[config.mk]
export PLATFORM = sky130hd
export DESIGN_NAME = j1_boot_ctrl
export DESIGN_NICKNAME = d
export VERILOG_FILES = /design/src/rtl/j1_boot_ctrl.sv
export SDC_FILE = /design/constraint.sdc
export NUM_CORES = 1
export LEC_CHECK = 0
export ABC_CLOCK_PERIOD_IN_PS = 6800
export BUFFER_PORTS_ARGS = -buffer_cell sky130_fd_sc_hd__buf_2
export CAP_MARGIN = 20
export CORE_MARGIN = 8
export CORE_UTILIZATION = 30
export CTS_BUF_LIST = sky130_fd_sc_hd__clkbuf_4
export CTS_CLUSTER_SIZE = 30
export DETAILED_ROUTE_END_ITERATION = 10
export PLACE_DENSITY = 0.53
export SLEW_MARGIN = 20
export SYNTH_ARGS = -nofsm -noshare
export SYNTH_HDL_FRONTEND = slang
export SYNTH_SLANG_ARGS = --single-unit
[constraint.sdc]
create_clock -name clk -period 6.8 [get_ports clk]
set_input_delay 0.68 -clock clk [delete_from_list [all_inputs] [get_ports clk]]
set_output_delay 0.68 -clock clk [all_outputs]
set_load 0.05 [all_outputs]
[src/rtl/j1_boot_ctrl.sv]
// rtl/j1_boot_ctrl.sv - j1 boot sequencer: loads a framed image over a byte stream into code RAM, then releases the CPU.
// Optional autostart-on-timeout is enabled by defining J1_BOOT_AUTOSTART_EN.
module j1_boot_ctrl #(
  parameter int          ADDR_W         = 13,
  parameter logic [23:0] TIMEOUT_CYCLES = 24'd12_000_000
) (
  input  logic              clk,
  input  logic              resetq,
  input  logic [7:0]        rx_data,
  input  logic              rx_valid,
  output logic              rx_ready,
  input  logic              reload,
  output logic              cr_we,
  output logic [ADDR_W-1:0] cr_addr,
  output logic [15:0]       cr_wdata,
  output logic              cpu_resetq,
  output logic              busy,
  output logic              err
);

  typedef enum logic [2:0] {
    S_IDLE,
    S_LEN_LO,
    S_LEN_HI,
    S_DATA_LO,
    S_DATA_HI,
    S_CSUM,
    S_RUN
  } state_t;

  localparam int          CW        = ADDR_W + 1;
  localparam logic [31:0] MAX_WORDS = 32'd1 << ADDR_W;
  localparam logic [7:0]  MAGIC     = 8'hA5;

  state_t            r_state;
  state_t            w_state_nxt;
  logic [15:0]       r_len;
  logic [7:0]        r_csum;
  logic [CW-1:0]     r_cnt;
  logic [7:0]        r_lo;
  logic              r_cr_we;
  logic [ADDR_W-1:0] r_cr_addr;
  logic [15:0]       r_cr_wdata;
  logic              r_cpu_resetq;
  logic              r_err;

  logic              w_acc;
  logic              w_magic;
  logic [15:0]       w_len_full;
  logic              w_len_bad;
  logic [CW-1:0]     w_cnt_inc;
  logic              w_last_word;
  logic [7:0]        w_csum_nxt;
  logic              w_csum_ok;
  logic              w_tmo_hit;

  assign rx_ready    = (r_state != S_RUN);
  assign w_acc       = rx_valid && rx_ready;
  assign w_magic     = (rx_data == MAGIC);
  assign w_len_full  = {rx_data, r_len[7:0]};
  assign w_len_bad   = ({16'd0, w_len_full} > MAX_WORDS);
  assign w_cnt_inc   = r_cnt + 1'b1;
  assign w_last_word = (32'(w_cnt_inc) == {16'd0, r_len});
  assign w_csum_nxt  = r_csum ^ rx_data;
  assign w_csum_ok   = (rx_data == r_csum);

  assign cr_we      = r_cr_we;
  assign cr_addr    = r_cr_addr;
  assign cr_wdata   = r_cr_wdata;
  assign cpu_resetq = r_cpu_resetq;
  assign err        = r_err;
  assign busy       = (r_state == S_LEN_LO) || (r_state == S_LEN_HI) ||
                      (r_state == S_DATA_LO) || (r_state == S_DATA_HI) ||
                      (r_state == S_CSUM);

`ifdef J1_BOOT_AUTOSTART_EN
  logic [23:0] r_tmo;
  logic        r_started;
  logic        w_tmo_run;

  // Only an untouched IDLE (no magic seen since reset/reload) may time out into RUN.
  assign w_tmo_run = (r_state == S_IDLE) && !r_cpu_resetq && !r_started;
  assign w_tmo_hit = w_tmo_run && (r_tmo == TIMEOUT_CYCLES - 24'd1);

  always_ff @(posedge clk or negedge resetq) begin
    if (!resetq) begin
      r_tmo     <= 24'd0;
      r_started <= 1'b0;
    end else if (r_state == S_IDLE && w_acc && w_magic) begin
      r_tmo     <= 24'd0;
      r_started <= 1'b1;
    end else if (r_state == S_RUN && reload) begin
      r_tmo     <= 24'd0;
      r_started <= 1'b0;
    end else if (w_tmo_run) begin
      r_tmo <= r_tmo + 24'd1;
    end
  end
`else
  logic w_unused_tmo;
  assign w_unused_tmo = ^TIMEOUT_CYCLES;
  assign w_tmo_hit    = 1'b0;
`endif

  always_ff @(posedge clk or negedge resetq) begin
    if (!resetq) begin
      r_state <= S_IDLE;
    end else begin
      r_state <= w_state_nxt;
    end
  end

  always_comb begin
    w_state_nxt = r_state;
    case (r_state)
      S_IDLE: begin
        if (w_acc && w_magic) begin
          w_state_nxt = S_LEN_LO;
        end else if (w_tmo_hit) begin
          w_state_nxt = S_RUN;
        end
      end
      S_LEN_LO: begin
        if (w_acc) w_state_nxt = S_LEN_HI;
      end
      S_LEN_HI: begin
        if (w_acc) begin
          if (w_len_full == 16'd0) begin
            w_state_nxt = S_CSUM;
          end else if (w_len_bad) begin
            w_state_nxt = S_IDLE;
          end else begin
            w_state_nxt = S_DATA_LO;
          end
        end
      end
      S_DATA_LO: begin
        if (w_acc) w_state_nxt = S_DATA_HI;
      end
      S_DATA_HI: begin
        if (w_acc) w_state_nxt = w_last_word ? S_CSUM : S_DATA_LO;
      end
      S_CSUM: begin
        if (w_acc) w_state_nxt = w_csum_ok ? S_RUN : S_IDLE;
      end
      S_RUN: begin
        if (reload) w_state_nxt = S_IDLE;
      end
      default: w_state_nxt = S_IDLE;
    endcase
  end

  always_ff @(posedge clk or negedge resetq) begin
    if (!resetq) begin
      r_len        <= 16'd0;
      r_csum       <= 8'd0;
      r_cnt        <= '0;
      r_lo         <= 8'd0;
      r_cr_we      <= 1'b0;
      r_cr_addr    <= '0;
      r_cr_wdata   <= 16'd0;
      r_cpu_resetq <= 1'b0;
      r_err        <= 1'b0;
    end else begin
      r_cr_we      <= 1'b0;
      // CPU runs exactly while the FSM sits in RUN, switched on the entering edge.
      r_cpu_resetq <= (w_state_nxt == S_RUN);
      case (r_state)
        S_IDLE: begin
          if (w_acc && w_magic) begin
            r_csum <= 8'd0;
            r_cnt  <= '0;
            r_err  <= 1'b0;
          end
        end
        S_LEN_LO: begin
          if (w_acc) begin
            r_len[7:0] <= rx_data;
            r_csum     <= w_csum_nxt;
          end
        end
        S_LEN_HI: begin
          if (w_acc) begin
            r_len[15:8] <= rx_data;
            r_csum      <= w_csum_nxt;
            if (w_len_bad) r_err <= 1'b1;
          end
        end
        S_DATA_LO: begin
          if (w_acc) begin
            r_lo   <= rx_data;
            r_csum <= w_csum_nxt;
          end
        end
        S_DATA_HI: begin
          if (w_acc) begin
            r_cr_we    <= 1'b1;
            r_cr_addr  <= r_cnt[ADDR_W-1:0];
            r_cr_wdata <= {rx_data, r_lo};
            r_csum     <= w_csum_nxt;
            r_cnt      <= w_cnt_inc;
          end
        end
        S_CSUM: begin
          if (w_acc && !w_csum_ok) r_err <= 1'b1;
        end
        default: ;
      endcase
    end
  end

endmodule

==> run_results.csv <==
group,metric,value,unit
status,status,"finished clean",
cts,clkSlewWorstSetupHoldPaths,0.13,ns
sta,relSlewSlack,26.8,%
place,finalWeightedCongestion,0.802,
sta,fin_tns_setup,0,ns
sta,finalCritPeriodShare,40.3,%
critical_path,cp_slowest_cell,"or4_4",
place,place_ws,4.12,ns
pwr,ir_worst_vdd,202,uV
global_routing,first_global_vias,3159,
critical_path,crit_cells,7,
critical_path,crit_required,7.14,ns
synthesis,netlist_instances,432,
critical_path,path_cells,"ha_1, nand4_1, nor3_1, nor4b_1, nor3_1, or4_4, a21o_1",
cells_and_area,nNetsFinal,476,
synthesis,synth-async-reset-ratio,100,%
cells_and_area,layout-drive-gt1-share,20.1,%
floorplan,die_h,132,um
drt,num_vias,3147,
sta,rsz0062_at_grt,"false",
critical_path,reg2reg_to,"r_state[1]$_DFF_PN0_",
pwr,power.switching,0.737,mW
critical_path,r2r-start,"r_cnt[0]$_DFFE_PN0P_",
pwr,p_int,1.01,mW
cts,cts-root-buf,"clkbuf_4",
drt,postRouteAntennaNets,0,
synthesis,synth_top_area_cell,"dfrtp_1",
synthesis,synthTopCellsByArea,"dfrtp_1, nand2_1, mux2_2, o21ai_0, xor2_1",
critical_path,max_stage_delay,0.55,ns
sta,finalMaxSlewViolations,0,
synthesis,synthFlopType,"dfrtp_1",
floorplan,die-area,17500,sq um
synthesis,synth_common_cells,"nand2_1, dfrtp_1, o21ai_0",
global_routing,antenna_found_initial,1,
drt,wire_per_inst,15.5,um
synthesis,syn_area_per_cell,9.42,sq um
global_routing,grt_pass1_wl,16700,um
synthesis,yosys_warnings,0,
pwr,p_clk_share,16.6,%
global_routing,grtUsageTotal,11.7,%
sta,worst_slack,4.06,ns
cts,cts.sinks,81,
sta,fmax,365,MHz
floorplan,io_pins,46,
drt,drt-vias-per-instance,4.88,
cells_and_area,instances_no_fill,645,
drt,met3_length,540,um
sta,hold-worst-slack,0.268,ns
global_routing,grt_overflow,0,
drt,routed_wl,9970,um
pwr,leakagePower,2.09,nW
drt,drc,0,
sta,fin_crit,2.74,ns
global_routing,grt_max_degree,82,
floorplan,core.rowCount,42,
cts,cts_max_level,3,
hold_path,hp-class,"in2async",
critical_path,cp-start-kind,"flip-flop",
synthesis,syn_nets,445,
synthesis,synth_cell_types,46,
critical_path,cpMostUsedCell,"nor3_1",
flow_run,drv_cap,0,
cts,cts_max_path_buffers,2,
place,dpl_cell_area,4420,sq um
critical_path,critPathMaxFanout,9,
synthesis,synth-seq-cells,81,
cells_and_area,finalInstanceArea,4580,sq um
drt,wl_met2,4600,um
synthesis,synth.most_common_cell,"nand2_1",
synthesis,ys_seq_area_share,49.8,%
critical_path,crit_type,"reg2reg",
drt,route.layer.met1.wl,4690,um
synthesis,yosys.area.top_type_share,49.8,%
floorplan,core,13200,sq um
sta,tightest_slew,1.09,ns
sta,skew,0.0148,ns
cts,post-cts-setup-buffer-count,0,
place,numPortBuffers,45,
drt,top_layer,"met4",
critical_path,cp-end-kind,"flip-flop",
place,hpwl,6800,um
critical_path,worstRegToRegCells,7,
critical_path,worst-r2r-setup-slack,4.06,ns
critical_path,endpoint,"r_state[1]$_DFF_PN0_",
floorplan,die_w,132,um
critical_path,critPathArrivalTime,3.08,ns
pwr,switching_share,42.3,%
cts,cts_resized,0,
cts,cts_buffers,9,
sta,setup_viol,0,
floorplan,start_util,30.7,%
place,dp_cells,627,
pwr,p_comb_share,38.8,%
pwr,pwr-share-seq,44.6,%
cells_and_area,area_delta_synth_final,12.5,%
cts,clk_latency,0.44,ns
synthesis,synth-edff-count,0,
critical_path,cp_top_family,"simple AND/OR/NAND/NOR gates",
critical_path,crit_buf_inv,0,
drt,drt_iter0_drc,264,
pwr,powerDensity,381,nW/um^2
critical_path,startpoint,"r_cnt[0]$_DFFE_PN0P_",
drt,firstDrtPassIters,4,
cts,cts_tree,"built",
cts,ctsHoldBuffers,0,
sta,final_hold_viol_count,0,
synthesis,netlist_area,4070,sq um
[placed cells by master (no fill, tap or decap), types with 4 or more instances in the layout]
master    count
buf_2        44
o41ai_1       4
dfrtp_1      81
nor3b_1       4
nand3_1       4
or3_1         6
xnor2_1      11
o21ai_0      41
a21oi_1       6
xor2_1       16
and2_1        4
nand3b_1      5
o211ai_1      5
nand2_1     102
o31ai_1       7
inv_1         4
nor3_1        7
nor2_1       21
nor4_1        6
nand2b_1      9
mux2_2       25
nand4_1       5
clkbuf_4     10
[worst min path at each step]
stage / to / slack (ns) / cells past startpoint / from
final: cr_addr[9]$_DFFE_PN0P_ / 0.27 / 1 / resetq
after global routing: cr_addr[7]$_DFFE_PN0P_ / 0.30 / 1 / resetq
after CTS: r_lo[4]$_DFFE_PN0P_ / 0.42 / 1 / resetq
after detailed placement: cr_wdata[2]$_DFFE_PN0P_ / 0.46 / 2 / r_lo[2]$_DFFE_PN0P_
after global placement: cr_wdata[7]$_DFFE_PN0P_ / 0.44 / 2 / r_lo[7]$_DFFE_PN0P_
after floorplan: cpu_resetq$_DFF_PN0_ / 0.38 / 0 / resetq
[worst reg2reg max path: stages (launching register included)]
cell and delay [ns]:
dfrtp_1 0.52, ha_1 0.38, nand4_1 0.21, nor3_1 0.39
nor4b_1 0.33, nor3_1 0.11, or4_4 0.55, a21o_1 0.17
[power by group through the flow]
stage | Clock (mW) | Sequential [mW] | Combinational, mW
2_1_floorplan | 0 | 0.884 | 0.405
3_3_place_gp | 0 | 0.781 | 0.671
3_5_place_dp | 0 | 0.787 | 0.681
4_1_cts | 0.304 | 0.777 | 0.683
5_1_grt | 0.328 | 0.802 | 0.744
6_report | 0.289 | 0.778 | 0.676
[kinds of logic after synthesis]
| family | count (synthesis) | share of synthesized area [%] |
|---|---|---|
| buf+inv | 33 | 3.20 |
| xor+xnor | 27 | 5.81 |
| flops | 81 | 49.8 |
| compound gates | 79 | 12.3 |
| simple gates | 185 | 21.4 |
| mux | 26 | 7.16 |
| fa+ha+maj | 1 | 0.307 |
[registers in the layout, indices dropped and copies added, names as in the netlist]
register	cells
cpu_resetq	1
cr_addr	13
cr_wdata	16
cr_we	1
err	1
r_cnt	14
r_csum	8
r_len	16
r_lo	8
r_state	3
[metal layers]
layer  up-vias  global-route usage, %
met5         -                      0
met4         0                   3.53
met3        14                   3.63
met2        71                   18.1
met1      1511                   15.3
li1       1551                      -
[final cells by class]
cell class / count / area [sq um]
antenna: 1 / 2.50
tap: 176 / 220
sequential: 81 / 2030
clock inverter: 6 / 67.6
timing repair buffer: 48 / 254
clock buffer: 10 / 75.1
fill: 1410 / 8670
multi-input combinational: 318 / 1910
inverter: 5 / 18.8
[metrics by stage]
stage,util (%),power (mW)
3_5_place_dp,33.4,1.47
3_3_place_gp,33.4,1.45
4_1_cts,34.5,1.76
2_1_floorplan,-,1.29
5_1_grt,34.6,1.87
6_report,34.6,1.74
Power figures use the tool's default switching activity.
